<file path="src/rtl/ins_mem_arbiter.sv">
// ins_mem_arbiter: round-robin sharing of instruction BRAM port B between fetch and loader
// Ports: clk_i/reset_i; fetch read port f_*; loader read/write port l_* with l_lock_i;
// BRAM port-B drive ins_mem_*_o and BRAM status/data ins_mem_rstb_busy_i, ins_mem_doutb_i.
module ins_mem_arbiter #(
  parameter int READ_LAT = 1
) (
  input  logic        clk_i,
  input  logic        reset_i,
  input  logic        f_req_i,
  input  logic [31:0] f_addr_i,
  output logic        f_gnt_o,
  output logic        f_rvalid_o,
  output logic [31:0] f_rdata_o,
  input  logic        l_req_i,
  input  logic        l_we_i,
  input  logic [31:0] l_addr_i,
  input  logic [31:0] l_wdata_i,
  output logic        l_gnt_o,
  output logic        l_rvalid_o,
  output logic [31:0] l_rdata_o,
  input  logic        l_lock_i,
  output logic        ins_mem_clkb_o,
  output logic        ins_mem_enb_o,
  output logic        ins_mem_rstb_o,
  output logic [3:0]  ins_mem_web_o,
  output logic [31:0] ins_mem_addrb_o,
  output logic [31:0] ins_mem_dinb_o,
  input  logic        ins_mem_rstb_busy_i,
  input  logic [31:0] ins_mem_doutb_i
);
  logic prio_q, prio_d;
  logic [READ_LAT-1:0] vld_q, own_q;
  logic f_el, l_el, wr, rd, tail;
  assign f_el = f_req_i & ~l_lock_i & ~reset_i & ~ins_mem_rstb_busy_i;
  assign l_el = l_req_i & ~reset_i & ~ins_mem_rstb_busy_i;
  // prio_q=1 means the loader wins a tie
  assign f_gnt_o = f_el & (~l_el | ~prio_q);
  assign l_gnt_o = l_el & (~f_el | prio_q);
  assign wr = l_gnt_o & l_we_i;
  assign rd = f_gnt_o | (l_gnt_o & ~l_we_i);
  always_comb prio_d = f_gnt_o ? 1'b1 : l_gnt_o ? 1'b0 : prio_q;
  assign ins_mem_clkb_o  = clk_i;
  assign ins_mem_rstb_o  = 1'b0;
  assign ins_mem_enb_o   = f_gnt_o | l_gnt_o;
  assign ins_mem_addrb_o = f_gnt_o ? f_addr_i : l_gnt_o ? l_addr_i : 32'h0;
  assign ins_mem_web_o   = {4{wr}};
  assign ins_mem_dinb_o  = wr ? l_wdata_i : 32'h0;
  // owner bit: 1 = loader; the oldest read sits at the top of the shift register
  assign tail       = vld_q[READ_LAT-1] & ~reset_i;
  assign f_rvalid_o = tail & ~own_q[READ_LAT-1];
  assign l_rvalid_o = tail & own_q[READ_LAT-1];
  assign f_rdata_o  = f_rvalid_o ? ins_mem_doutb_i : 32'h0;
  assign l_rdata_o  = l_rvalid_o ? ins_mem_doutb_i : 32'h0;
  always_ff @(posedge clk_i) begin
    if (reset_i) begin
      prio_q <= 1'b0;
      vld_q  <= '0;
      own_q  <= '0;
    end else begin
      prio_q <= prio_d;
      vld_q  <= (vld_q << 1) | READ_LAT'(rd);
      own_q  <= (own_q << 1) | READ_LAT'(l_gnt_o);
    end
  end
endmodule

</file>
<file path="config.mk">
export PLATFORM = sky130hd
export DESIGN_NAME = ins_mem_arbiter
export DESIGN_NICKNAME = d
export VERILOG_FILES = /design/src/rtl/ins_mem_arbiter.sv
export SDC_FILE = /design/constraint.sdc
export NUM_CORES = 1
export LEC_CHECK = 0
export ABC_AREA = 1
export CELL_PAD_IN_SITES_DETAIL_PLACEMENT = 1
export CELL_PAD_IN_SITES_GLOBAL_PLACEMENT = 2
export CORE_MARGIN = 2
export CORE_UTILIZATION = 10
export CTS_BUF_LIST = sky130_fd_sc_hd__clkbuf_8
export CTS_CLUSTER_DIAMETER = 30
export DETAILED_ROUTE_END_ITERATION = 8
export PLACE_DENSITY = 0.95
export RECOVER_POWER = 25
export REMOVE_ABC_BUFFERS = 1
export SYNTH_ARGS = -nofsm -noshare
export SYNTH_HDL_FRONTEND = slang
export SYNTH_SLANG_ARGS = --single-unit
</file>
<file path="constraint.sdc">
create_clock -name clk_i -period 1.8 [get_ports clk_i]
set_input_delay 0.36 -clock clk_i [delete_from_list [all_inputs] [get_ports clk_i]]
set_output_delay 0.36 -clock clk_i [all_outputs]
set_load 0.1 [all_outputs]
</file>
==> run summary, run 1 <==
Status -> finished, violations left
Failing checks -> negative setup slack
Clock slew at reported path FFs -> 0.03 ns
Design Area, Final -> 7456 sq um
Die width -> 123.7 microns
Overflow after GRT -> 0
FMAX -> 527.0 MHz
EDFF count, synth -> 0
Number of global-route vias before repair -> 3899
Total Wirelength -> 15.96 mm
Hold Crit Depth -> 3
Power Dens Cells -> 292.7 nW/um^2
Final Max Slew Viols -> 0
Die area -> 15300 sq um
Clk pwr share -> 26.6%
Dpl cells -> 755
Top cells by count, synth -> nor2_1, inv_1, nand2_1, nand3_1, nand4_1
Cells along the critical path -> inv_2 -> nand3_4 -> buf_8 -> buf_12 -> buf_16 -> nand3_4 -> nand2_4 -> buf_12
FP Rows -> 43
Hold path endpoint -> vld_q
Synth unique cells -> 16
CP Capture Type -> primary output
CP max stage delay -> 0.33 ns
Crit Path Class -> reg2out
Vias per cell -> 4.313
Fin. Hold Viols -> 0
Setup Viol. Count Final -> 72
Core Area -> 13930 sq um
Non-filler cells, final -> 798
Min cycle time layout -> 1.897 ns
HP Start -> l_we_i
IO buf count -> 272
Antenna Violating Nets Remaining -> 0
Worst path required time -> 1.44 ns
Share of the synthesized area in the top cell type -> 25.68%
Initial antenna violation count -> 2
GR Util All Layers -> 19.11%
Warnings from Yosys -> 0
Synth Instances -> 316
Largest net degree at the start of global routing -> 34
Leak -> 3.096 nW
Async S/R FF share, synth -> 0%
Area contributors post-synth -> nor2_1, inv_1, nand4_1
Most common cell in the netlist -> nor2_1
Psw -> 1.120 mW
Final Skew -> 0.002374 ns
R2R cell count -> 8
Worst min path class -> in2reg
P_int -> 1.062 mW
Ports -> 274
DRT iter0 DRCs -> 94
DR vias -> 3442
Main synth FF type -> dfxtp_1
Post-CTS Hold Buffers -> 0
Dpl cell area -> 5836 sq um
Worst R2R Start -> prio_q
Routability cong. -> 0.7725
Drt drc -> 0
Area leader, netlist -> nor2_1
Flops & latches, synth -> 3
CP max FO -> 5
First-pass GRT wire length -> 22.10 mm
TritonRoute pass-1 iters -> 4
Comb pwr share -> 70.0%
VDD IR-drop max -> 0.2612 mV
Register area share after synthesis -> 4.192%
Clock latency on the worst-skew pair -> 0.32 ns
Die height -> 123.7 microns
R2R Setup Slk -> 0.48 ns
Final worst-path cycle share -> 105.4%
Switch share -> 51.31%
Critical Path Slowest Stage Cell -> dfxtp_2
Layout area overhead -> 420.4%
Max-Cap Viols -> 0
Syn_area_per_cell -> 4.534 sq um
RSZ-0062 raised after global routing -> true
CTS tree -> built
Setup ws final -> -0.09750 ns
Startpoint Class -> flop
Worst Path Arrival -> 1.54 ns
NumNets Final -> 753
Worst R2R End -> vld_q
Post-Syn Area -> 1433 sq um
DP HPWL -> 10.05 mm
Layout cell share with drive strength beyond 1 -> 61.43%
Sequential share of power -> 3.3%
Initial core utilization -> 10.28%
Avg WL per Cell -> 20.00 microns
## metal layers
layer,vias to the layer above,part of all wire [%],GRT usage [%]
met2,193,56,37.98
met5,-,0.063,0
met1,1669,34,19.42
met3,18,7.6,4.625
li1,1560,-,-
met4,2,1.8,5.682
## how the worst max path moves through the flow
stage                         from                  end  slack, ns  cells past startpoint
after global placement    l_lock_i     ins_mem_web_o[3]      -0.44                      8
after detailed placement  l_lock_i   ins_mem_dinb_o[25]      -0.46                      7
after floorplan           l_lock_i     ins_mem_web_o[0]      -2.57                      4
after global routing        prio_q   ins_mem_dinb_o[10]      -0.16                      7
final                       prio_q  ins_mem_addrb_o[14]       -0.1                      8
after CTS                   prio_q  ins_mem_addrb_o[24]      -0.21                      8
## worst max-delay path: cells and delay by family (launching register included)
kind          cells  cell delay (ns)
buf+inv           5             0.65
flops             1             0.33
simple gates      3             0.22
## power by group through the flow
| stage | Clock [mW] | Combinational [mW] | Sequential (mW) |
|---|---|---|---|
| CTS | 0.601 | 1.52 | 0.0727 |
| global placement | 0.218 | 1.21 | 0.0727 |
| global route | 0.600 | 1.59 | 0.0730 |
| detailed placement | 0.218 | 1.23 | 0.0730 |
| finish | 0.581 | 1.53 | 0.0727 |
| floorplan | 0 | 0.560 | 0.0723 |
## cells by family after synthesis
kind of cell | share of synthesized area, %
AOI/OAI and AO/OA | 0.3490
DFF | 4.192
buffers and inverters | 30.65
other | 0.2618
and+or+nand+nor | 64.54
## cell type report
cell class	count	area, sq um
tap	180	225.2
inverter	74	295.3
sequential	3	61.31
fill	1435	6479
clock buffer	7	90.09
timing repair buffer	323	4888
multi-input combinational	209	1889
clock inverter	1	3.754
antenna	1	2.502
## stage by stage
stage	total power, mW	setup WS, ns	util, %	hold WS [ns]	setup TNS [ns]
floorplan	0.6319	-2.573	-	0.3600	-156.62
global placement	1.498	-0.4375	41.88	0.5074	-44.77
detailed placement	1.521	-0.4559	41.88	0.5423	-49.09
CTS	2.192	-0.2074	52.38	0.5313	-8.338
global route	2.259	-0.1554	53.51	0.6070	-8.591
finish	2.182	-0.09750	53.51	0.5894	-3.724
## layout by cell type, fill, tap and decap left out
cell and instances:
o21ai_0 1, dfxtp_1 2, nand2_2 25, nor2_4 62
nand3_4 10, buf_2 3, buf_4 16, inv_4 2
buf_8 4, nand3_2 25, nand3b_1 2, dlygate4sd2_1 1
bufbuf_16 1, nor2_2 37, conb_1 1, inv_2 4
buf_16 9, buf_12 146, dfxtp_2 1, nand2_1 2
nand2_4 9, nand4_1 32, inv_1 68, buf_6 14
diode_2 1, clkbuf_8 6, inv_12 1, nand2_8 2
clkbuf_16 2, nand3_1 1, clkdlybuf4s50_1 128
## state kept, by name (all words and copies together), names as in the netlist
register,cells
own_q,1
prio_q,1
vld_q,1
## timing repair
item / in CTS / in global routing
pin swaps: 81 / 36
cloned: 15 / 2
setup buffers: 23 / 6
endpoints found under the setup margin: 138 / 114
resized for setup: 246 / 81
Note: power is estimated with default switching activity, not from simulation.
==> run 2: changes to the inputs <==
GPL_TIMING_DRIVEN = 1   (was default)
==> results of run 2 <==
No change in the layout: final DEF, timing and power equal those of run 1.
